### config.mk
export PLATFORM = sky130hd
export DESIGN_NAME = main_memory_ctrl
export DESIGN_NICKNAME = d
export VERILOG_FILES = /design/src/rtl/main_memory_ctrl.sv
export SDC_FILE = /design/constraint.sdc
export NUM_CORES = 2
export LEC_CHECK = 0
export ABC_AREA = 1
export CAP_MARGIN = 20
export CORE_ASPECT_RATIO = 1.75
export CORE_UTILIZATION = 29
export CTS_CLUSTER_DIAMETER = 200
export CTS_CLUSTER_SIZE = 28
export DETAILED_ROUTE_END_ITERATION = 12
export SETUP_SLACK_MARGIN = 0.15
export SYNTH_ARGS = -nofsm -noshare
export SYNTH_HDL_FRONTEND = slang
export SYNTH_SLANG_ARGS = --single-unit
### constraint.sdc
create_clock -name clk -period 5.1 [get_ports clk]
set_input_delay 1.02 -clock clk [delete_from_list [all_inputs] [get_ports clk]]
set_output_delay 1.02 -clock clk [all_outputs]
set_load 0.02 [all_outputs]
### src/rtl/main_memory_ctrl.sv
// Fixed-latency backing store behind the cache controller: accepts one request in IDLE,
// waits max(WAIT_CYCLES,1) cycles, then commits/reads and pulses MReady. Option: MEM_PROTO_ERR_EN.
module main_memory_ctrl #(
  parameter int unsigned ADDR_W      = 8,
  parameter int unsigned DATA_W      = 8,
  parameter int unsigned WAIT_CYCLES = 4
) (
  input  logic              clk,
  input  logic              reset,
  input  logic              MStrobe,
  input  logic              MRW,
  input  logic [ADDR_W-1:0] MAddr,
  input  logic [DATA_W-1:0] MDataIn,
  output logic [DATA_W-1:0] MDataOut,
  output logic              MReady,
`ifdef MEM_PROTO_ERR_EN
  output logic              MErr,
`endif
  output logic              MBusy
);

  localparam int unsigned Depth = 1 << ADDR_W;
  // A zero wait count behaves like one: the counter starts at 0 and WAIT lasts a single cycle.
  localparam logic [7:0] CntInit = (WAIT_CYCLES == 0) ? 8'd0 : 8'(WAIT_CYCLES - 1);

  typedef enum logic [1:0] {
    StIdle,
    StWait,
    StDone
  } state_e;

  state_e              state_q, state_d;
  logic [7:0]          cnt_q, cnt_d;
  logic [ADDR_W-1:0]   addr_q, addr_d;
  logic [DATA_W-1:0]   data_q, data_d;
  logic                rw_q, rw_d;
  logic [DATA_W-1:0]   dout_q, dout_d;
  logic                ready_q, ready_d;
  logic                busy_q, busy_d;
  logic                mem_we;
  logic [DATA_W-1:0]   mem_q [Depth];

  always_comb begin
    state_d = state_q;
    cnt_d   = cnt_q;
    addr_d  = addr_q;
    data_d  = data_q;
    rw_d    = rw_q;
    dout_d  = dout_q;
    ready_d = 1'b0;
    busy_d  = busy_q;
    mem_we  = 1'b0;

    case (state_q)
      StIdle: begin
        busy_d = 1'b0;
        if (MStrobe) begin
          addr_d  = MAddr;
          data_d  = MDataIn;
          rw_d    = MRW;
          cnt_d   = CntInit;
          busy_d  = 1'b1;
          state_d = StWait;
        end
      end
      StWait: begin
        if (cnt_q == 8'd0) begin
          // Commit on the edge entering DONE so a following read sees the new data.
          ready_d = 1'b1;
          state_d = StDone;
          if (rw_q) begin
            mem_we = 1'b1;
          end else begin
            dout_d = mem_q[addr_q];
          end
        end else begin
          cnt_d = cnt_q - 8'd1;
        end
      end
      StDone: begin
        busy_d  = 1'b0;
        state_d = StIdle;
      end
      default: begin
        busy_d  = 1'b0;
        state_d = StIdle;
      end
    endcase
  end

  always_ff @(posedge clk or negedge reset) begin
    if (!reset) begin
      state_q <= StIdle;
      cnt_q   <= 8'd0;
      addr_q  <= '0;
      data_q  <= '0;
      rw_q    <= 1'b0;
      dout_q  <= '0;
      ready_q <= 1'b0;
      busy_q  <= 1'b0;
    end else begin
      state_q <= state_d;
      cnt_q   <= cnt_d;
      addr_q  <= addr_d;
      data_q  <= data_d;
      rw_q    <= rw_d;
      dout_q  <= dout_d;
      ready_q <= ready_d;
      busy_q  <= busy_d;
    end
  end

  // Array is deliberately not reset; an aborted write never reaches StDone so never commits.
  always_ff @(posedge clk) begin
    if (mem_we) begin
      mem_q[addr_q] <= data_q;
    end
  end

`ifdef MEM_PROTO_ERR_EN
  logic err_q, err_d;

  always_comb begin
    err_d = err_q;
    if (MStrobe && (state_q != StIdle)) begin
      err_d = 1'b1;
    end
  end

  always_ff @(posedge clk or negedge reset) begin
    if (!reset) begin
      err_q <= 1'b0;
    end else begin
      err_q <= err_d;
    end
  end

  assign MErr = err_q;
`endif

  assign MDataOut = dout_q;
  assign MReady   = ready_q;
  assign MBusy    = busy_q;

endmodule

==> impl_metrics.yaml <==
sta:
  final-hold-violation-count: 0
  tns_ns: 0
  maxSlewHeadroom_pct: 21.8
  slew_violations: 0
  clock_skew_ns: 0.0333
  tightest_slew_ns: 1.17
  fin_ws_ns: 1.10
  final-setup-viol-count: 0
  period_minus_slack_ns: 4.00
  max_freq_mhz: 250
  rsz0062_at_grt: "false"
  min_period_over_period_pct: 78.3
route:
  wl_per_cell_um: 21.2
  num_vias: 54800
  drt_iter0_drc: 4869
  drc: 0
  postRouteAntennaNets: 0
  viasPerCell: 4.78
  drtPass1Iterations: 8
  drt_wl_total_um: 244000
placement:
  portBuffers: 29
  gp_congestion: 0.898
  dp.final_hpwl_um: 149000
  dpl_worst_slack_ns: 1.13
global_routing:
  grt_max_degree: 167
  overflow: 0
  grtUsageTotal_pct: 16.1
  grt_pass1_vias: 55000
  grt_pass1_wl_um: 357000
  antenna_found_initial: 3
power:
  leakage_nw: 33.8
  powerDensity_nw_per_um2: 527
  peakVddDrop_mv: 0.534
logic_synthesis:
  ys_ff_latch: 2085
  avgSynthCellArea_um2: 10.9
  netlist_area_um2: 85200
  yosys_warnings: 0
  synth.distinct_cells: 25
  syn-num-nets: 7824
  syn_inst: 7802
  seq_area_frac_synth_pct: 73.3
setup_path:
  arrival_ns: 4.37
  path_class: "reg2reg"
  critPathRequiredTime_ns: 5.47
  critPathMaxFanout: 13
  crit_path_end_kind: "register"
  cp-start-kind: "register"
cts:
  cts_buffers: 84
  cts_setup_buffers: 0
  root_buffer: "clkbuf_16"
  cts_buffer_depth: 3
  cts_resized: 0
  clock-sinks: 2085
  clk_pin_slew_ns: 0.11
  tritoncts: "done"
  clock_latency_ns: 0.75
  hold_buffers: 0
  cts_max_level: 3
layout:
  layout_common_cells: "4,013 x nand2_1, 2,048 x edfxtp_1, 592 x nor2_1"
  final_nets: 7637
  final_common_cell: "nand2_1"
  drive_gt1_share_pct: 3.44
  area_delta_synth_final_pct: 8.33
floorplan:
  die-area_um2: 296000
  core-area_um2: 291000
  die_h_um: 719
  initial_core_util_pct: 29.2
  pin_count: 30
  fp.dieW_um: 412
  rows: 262
flow_run:
  drv_cap: 0
outcome:
  status: "finished clean"
min_path:
  hold_class: "in2async"
critical path, cell delays in order, from the launching register on:
cell	delay [ns]
dfrtp_1	0.43
inv_1	0.10
ha_1	0.16
nand3_1	0.09
nor2_1	0.18
nand2_1	0.15
inv_1	0.11
nand2_1	0.31
nor3_2	0.42
nand2_2	0.73
buf_4	0.43
nor2_1	0.52
stage by stage:
stage / power [mW] / std cells / utilization (%) / hold slack (ns) / instance area, um2
6_report: 48.6 / 11500 / 31.7 / 0.361 / 92300
2_1_floorplan: 33.1 / 7802 / - / 0.414 / 85200
5_1_grt: 50.7 / 11500 / 31.7 / 0.412 / 92300
3_5_place_dp: 40.6 / 11400 / 30.9 / 0.441 / 89900
3_3_place_gp: 40.5 / 11400 / 30.8 / 0.459 / 89800
4_1_cts: 48.6 / 11500 / 31.7 / 0.365 / 92200
cells by family (layout without fill, tap and decap cells):
logic type,count (synthesis),count (layout),synth area share (%)
adders and majority gates,2,2,0.0294
buffers and inverters,462,305,2.35
DFF,2085,2085,73.3
other,0,1,0
AOI/OAI and AO/OA,139,139,0.820
and+or+nand+nor,5114,5114,23.5
flip-flops by register name, summed over array words and instances, names as in the netlist, 2 cells and up:
register,cells
MDataOut,8
addr_q,8
cnt_q,8
data_q,8
mem_q,2048
state_q,2
report_power, final:
part	internal (mW)	total (mW)	switching [mW]
clock	3.17	8.18	5.01
sequential	21.2	21.9	0.660
combinational	4.15	18.5	14.4
area by class of cell:
type | instances | area (um2)
inverter | 38 | 160
tap | 3828 | 4790
clock buffer | 111 | 2270
sequential | 2085 | 62500
timing repair buffer | 151 | 1690
antenna | 1 | 2.50
clock inverter | 5 | 66.3
multi-input combinational | 5255 | 20800
fill | 29100 | 199000
final timing paths:
path,start,endpoint,slack (ns),depth (start not counted)
min in group clk,cnt_q[7],cnt_q[7],0.46,1
max reg2reg,cnt_q[0],mem_q[36][5],1.10,11
min,reset,MDataOut[3],0.36,2
max,cnt_q[0],mem_q[36][5],1.10,11
max in group asynchronous,reset,data_q[0],4.20,2
min reg2reg,cnt_q[7],cnt_q[7],0.46,1
cells in the mapped netlist:
cell type / n / area (um2)
nand3_1: 341 / 1710
edfxtp_1: 2048 / 61500
or2_2: 8 / 50.1
o21ai_0: 26 / 130
nor3_2: 4 / 40.0
buf_2: 189 / 946
buf_1: 46 / 173
o21ai_1: 49 / 245
a22oi_1: 1 / 7.51
clkinv_1: 1 / 3.75
nand2_1: 4029 / 15100
clkbuf_1: 181 / 679
nor2_1: 598 / 2240
nor4_1: 1 / 6.26
nand3b_1: 1 / 7.51
ha_1: 2 / 25.0
dfrtp_1: 37 / 926
inv_2: 2 / 7.51
a21oi_1: 63 / 315
inv_1: 35 / 131
nor3_1: 1 / 5.00
buf_4: 7 / 52.6
buf_6: 1 / 11.3
nand4_1: 130 / 813
nor2_2: 1 / 6.26
layer usage:
metal	share of wire [%]	global-route usage [%]
met1	36	17.6
met2	52	29.3
met3	5.3	1.59
met4	7.2	10.6
met5	0	0
No activity file was read; power rests on OpenSTA's default activity.
